$ cat src/rtl/or21nand_pkg.sv
// Shared definitions for the or21nand pipeline: mode encoding and the cell function.
package or21nand_pkg;

    // Widest operand vector the shared cell function supports.
    localparam int unsigned MAX_W = 64;

    localparam logic MODE_OAI21 = 1'b0;
    localparam logic MODE_AOI21 = 1'b1;

    // Callers zero-extend operands to MAX_W and keep the low WIDTH bits of the result.
    function automatic logic [MAX_W-1:0] f_cell(
        input logic [MAX_W-1:0] a,
        input logic [MAX_W-1:0] b,
        input logic [MAX_W-1:0] c,
        input logic             mode
    );
        if (mode == MODE_AOI21) begin
            return ~((a & b) | c);
        end
        return ~((a | b) & c);
    endfunction

endpackage

$ cat src/rtl/or21nand_pipe_slot.sv
// One elastic pipeline slot: a valid bit plus a result register with a combinational ready chain.
module or21nand_pipe_slot
    import or21nand_pkg::*;
#(
    parameter int unsigned WIDTH = 8
) (
    input  logic             clk,
    input  logic             rst,
    input  logic             i_valid,
    input  logic [WIDTH-1:0] i_data,
    input  logic             i_rdy_next,
    output logic             o_rdy,
    output logic             o_valid,
    output logic [WIDTH-1:0] o_data
);

    logic             r_valid;
    logic [WIDTH-1:0] r_data;

    assign o_rdy   = ~r_valid | i_rdy_next;
    assign o_valid = r_valid;
    assign o_data  = r_data;

    // Data loads only with a valid upstream so an empty pipe keeps its last result visible.
    always_ff @(posedge clk) begin
        if (rst) begin
            r_valid <= 1'b0;
            r_data  <= '0;
        end else if (o_rdy) begin
            r_valid <= i_valid;
            if (i_valid) begin
                r_data <= i_data;
            end
        end
    end

endmodule

$ cat src/rtl/or21nand_pipe.sv
// Registered WIDTH-bit OAI21/AOI21 vector with an elastic STAGES-deep pipeline
// and a saturating count of accepted all-zero results.
module or21nand_pipe
    import or21nand_pkg::*;
#(
    parameter int unsigned WIDTH  = 8,
    parameter int unsigned STAGES = 2,
    parameter int unsigned CNT_W  = 16
) (
    input  logic             clk,
    input  logic             rst,
    input  logic             in_valid,
    output logic             in_ready,
    input  logic [WIDTH-1:0] i0,
    input  logic [WIDTH-1:0] i1,
    input  logic [WIDTH-1:0] i2,
    input  logic             mode,
    output logic             out_valid,
    input  logic             out_ready,
    output logic [WIDTH-1:0] nq,
    input  logic             cnt_clr,
    output logic [CNT_W-1:0] zero_cnt
);

    logic [MAX_W-1:0] w_full;
    logic [STAGES:0]  w_valid;
    logic [WIDTH-1:0] w_data [STAGES+1];
    logic             w_rdy  [STAGES+1];
    logic             w_count;
    logic [CNT_W-1:0] r_cnt;

    assign w_full     = f_cell(MAX_W'(i0), MAX_W'(i1), MAX_W'(i2), mode);
    assign w_valid[0] = in_valid;
    assign w_data[0]  = w_full[WIDTH-1:0];
    assign w_rdy[STAGES] = out_ready;

    // Index 0 is the input side; index STAGES is the output of the last slot.
    for (genvar k = 0; k < STAGES; k++) begin : g_slot
        or21nand_pipe_slot #(
            .WIDTH(WIDTH)
        ) u_slot (
            .clk       (clk),
            .rst       (rst),
            .i_valid   (w_valid[k]),
            .i_data    (w_data[k]),
            .i_rdy_next(w_rdy[k+1]),
            .o_rdy     (w_rdy[k]),
            .o_valid   (w_valid[k+1]),
            .o_data    (w_data[k+1])
        );
    end

    assign in_ready  = w_rdy[0];
    assign out_valid = w_valid[STAGES];
    assign nq        = w_data[STAGES];

    assign w_count = out_valid & out_ready & (nq == '0);

    // Clear takes priority over a coinciding counting transfer.
    always_ff @(posedge clk) begin
        if (rst || cnt_clr) begin
            r_cnt <= '0;
        end else if (w_count && !(&r_cnt)) begin
            r_cnt <= r_cnt + CNT_W'(1);
        end
    end

    assign zero_cnt = r_cnt;

endmodule

$ cat config.mk
export PLATFORM = sky130hd
export DESIGN_NAME = or21nand_pipe
export DESIGN_NICKNAME = d
export VERILOG_FILES = /design/src/rtl/or21nand_pkg.sv /design/src/rtl/or21nand_pipe_slot.sv /design/src/rtl/or21nand_pipe.sv
export SDC_FILE = /design/constraint.sdc
export NUM_CORES = 1
export LEC_CHECK = 0
export ABC_AREA = 1
export CORE_MARGIN = 3
export CORE_UTILIZATION = 60
export CTS_BUF_LIST = sky130_fd_sc_hd__clkbuf_16
export DETAILED_ROUTE_END_ITERATION = 8
export DONT_BUFFER_PORTS = 1
export GPL_ROUTABILITY_DRIVEN = 0
export MAX_ROUTING_LAYER = met4
export PLACE_DENSITY = 0.76
export SYNTH_ARGS = -nofsm -noshare
export SYNTH_HDL_FRONTEND = slang
export SYNTH_SLANG_ARGS = --single-unit
$ cat constraint.sdc
create_clock -name clk -period 2.5 [get_ports clk]
set_input_delay 0 -clock clk [delete_from_list [all_inputs] [get_ports clk]]
set_output_delay 0 -clock clk [all_outputs]
set_load 0.01 [all_outputs]
==> results by group <==
STA
  – RSZ-0062 raised after global routing: false
  – Max frequency: 456 MHz
  – Clock skew: 0.00328 ns
  – Slew Viols, Final: 0
  – TNS Setup: 0 ns
  – Final worst path period share: 87.7%
  – Final WS setup: 0.309 ns
  – Final hold viol count: 0
  – # setup viols final: 0
  – Worst-Margin Slew: 0.401 ns
  – Tmin final: 2.19 ns
  – Relative slew slack: 73.2%

Global route
  – Grt ovf: 0
  – Global-route wire length before repair: 7310 microns
  – Largest net degree at the start of global routing: 17
  – Initial antenna violation count: 0
  – GR Util All Layers: 27.4%
  – Vias in the first global route: 1635

Yosys
  – Fraction of registers with async set/reset: 0%
  – Post-Syn Area per Cell: 6.45 sq um
  – Register area share after synthesis: 37.7%
  – Top_reg_cell synth: dfxtp_1
  – Syn_nets: 311
  – Cell Area, Synth: 1810 sq um
  – Yosys cell types: 20
  – Ys Warns: 0
  – Synth area leaders: dfxtp_1 38%, nor2_1 13%, nand2_1 12%, inv_1 6.7%, a21oi_1 5.8%
  – Top cell type's share of synthesized area: 37.7%
  – Syn Inst Count: 280
  – Yosys top cell by area: dfxtp_1
  – Synth Register Bits: 34
  – Number of synthesized flops with an enable pin: 0

Clock network
  – Clock latency on the worst-skew pair: 0.27 ns
  – CTS resizes: 0
  – Post-CTS Setup Repair Bufs: 0
  – Num CTS Buffers: 5
  – Hold-fix buffers, CTS: 25
  – TritonCTS clock tree: done
  – Clock-pin slew on the worst setup and hold paths: 0.05 ns
  – H-tree depth: 2
  – CTS root buf: clkbuf_16
  – Clk buf depth: 2
  – Clock sinks: 34

Die
  – IO Pins: 56
  – Height of the die: 60.9 microns
  – Core ar.: 2810 sq um
  – Die ar.: 3700 sq um
  – Starting Density: 64.4%
  – Row count: 19
  – Die width: 60.9 microns

Cells and area
  – Commonest non-fill, non-tap cell in the layout: nor2_1
  – Final nets: 337
  – Layout area overhead: 21.3%
  – Post-layout util: 78.1%
  – # diodes: 0
  – Share of cells above drive strength 1: 8.50%
  – Design Area, Final: 2190 sq um
  – Most frequent cells in the layout: 64 x nor2_1, 60 x nand2_1, 34 x dfxtp_1

Setup path
  – CP cell instances: nand3_1 -> nand2_1 -> inv_1 -> o21ai_0 -> a21oi_1 -> dlygate4sd3_1
  – Arrival time worst endpoint: 2.35 ns
  – Crit. Startpoint: g_slot[1].u_slot.o_valid
  – Crit Path Category: register to register
  – Reg2reg start: g_slot[1].u_slot.o_valid
  – CP startpoint kind: register
  – Max stage delay on crit path: 0.55 ns
  – CP max FO: 10
  – Crit path max-delay family: buffers and inverters
  – CP bufs+invs: 2
  – Critical Path RT: 2.66 ns
  – Slowest cell on the critical path: dlygate4sd3_1
  – Worst setup EP type: register

Power and ir drop
  – Max IR drop VDD: 452 uV
  – Leakage: 0.948 nW
  – Cell area power density: 586 nW/um^2

Routing
  – Starting DRT DRC Count: 86
  – Drt pass-1 iters: 6
  – Post-DRT Antenna Nets: 0
  – DRC: 0
  – Vias: 1842
  – Vias per cell: 5.47
  – WL per Instance: 13.3 microns
  – Routed Wire Length: 4470 microns

Placement
  – Pre-CTS WS: 0.924 ns
  – Post-DP HPWL: 2900 microns
  – Placed Area: 1810 sq um
  – IO buf count: 0

Hold path
  – Critical hold path startpoint: i0[0]
  – Worst hold path class: input port to register

Run status
  – Outcome: completed

Flow run
  – Max-Cap Viols: 0
[worst paths after layout]
kind,end,slack [ns],depth (start not counted)
min reg2reg,g_slot[1].u_slot.o_data[0],0.52,2
max reg2reg,g_slot[0].u_slot.o_data[4],0.31,6
min,g_slot[0].u_slot.o_data[0],0.01,3
max,g_slot[0].u_slot.o_data[4],0.31,6
[where the power goes]
part / internal (mW) / total [mW] / switching (mW) / leakage (nW)
clock: 0.359 / 0.575 / 0.216 / 0.0694
sequential: 0.564 / 0.586 / 0.0216 / 0.278
combinational: 0.0631 / 0.124 / 0.0607 / 0.600
total: 0.986 / 1.28 / 0.299 / 0.948
[Yosys cell counts (2+ instances only)]
| master | count |
|---|---|
| dfxtp_1 | 34 |
| nand3_1 | 18 |
| nand2_4 | 2 |
| nor2_1 | 64 |
| inv_1 | 32 |
| buf_6 | 2 |
| inv_2 | 2 |
| nor3_1 | 8 |
| nand2_1 | 60 |
| a21oi_1 | 21 |
| o21ai_0 | 16 |
| nand3_2 | 2 |
| a31o_2 | 8 |
| nor2_4 | 3 |
| clkbuf_1 | 3 |
[tightest hold or removal path: cells and delay by family]
family           cells  cell delay, ns
AND/OR/NAND/NOR      2            0.16
AO/OA/AOI/OAI        1            0.08
[cell families after synthesis]
logic type | share of synthesized area [%]
flip-flops | 37.7
adder cells (fa/ha/maj) | 0.693
AND/OR/NAND/NOR | 37.6
AO/OA/AOI/OAI | 14.4
buffers and inverters | 9.63
[cell type report]
type,instances,area [sq um]
flip-flops and latches,34,681
clock inverters,2,10.0
repair buffers,26,258
clock buffers,5,125
inverters,34,128
well taps,31,38.8
fillers,209,614
multi-input cells,205,951
[state kept, by name, summed over array words and instances, names as in the netlist]
signal / flops
g_slot.u_slot.o_data: 16
zero_cnt: 16
g_slot.u_slot.o_valid: 2
[stage by stage]
stage,power (mW),cells,hold WS (ns)
floorplan,0.665,280,0.0691
global placement,0.677,305,0.0711
detailed placement,0.679,305,0.0714
CTS,1.28,337,0.000245
global route,1.33,337,0.0173
finish,1.28,337,0.0140
[metal layers]
layer,track usage [%],share of wire [%],up-vias
li1,-,-,947
met1,34.0,43,817
met2,42.9,48,67
met3,7.87,7.1,11
met4,8.36,1.6,0
met5,-,0,-
No activity file was read; power rests on OpenSTA's default activity.
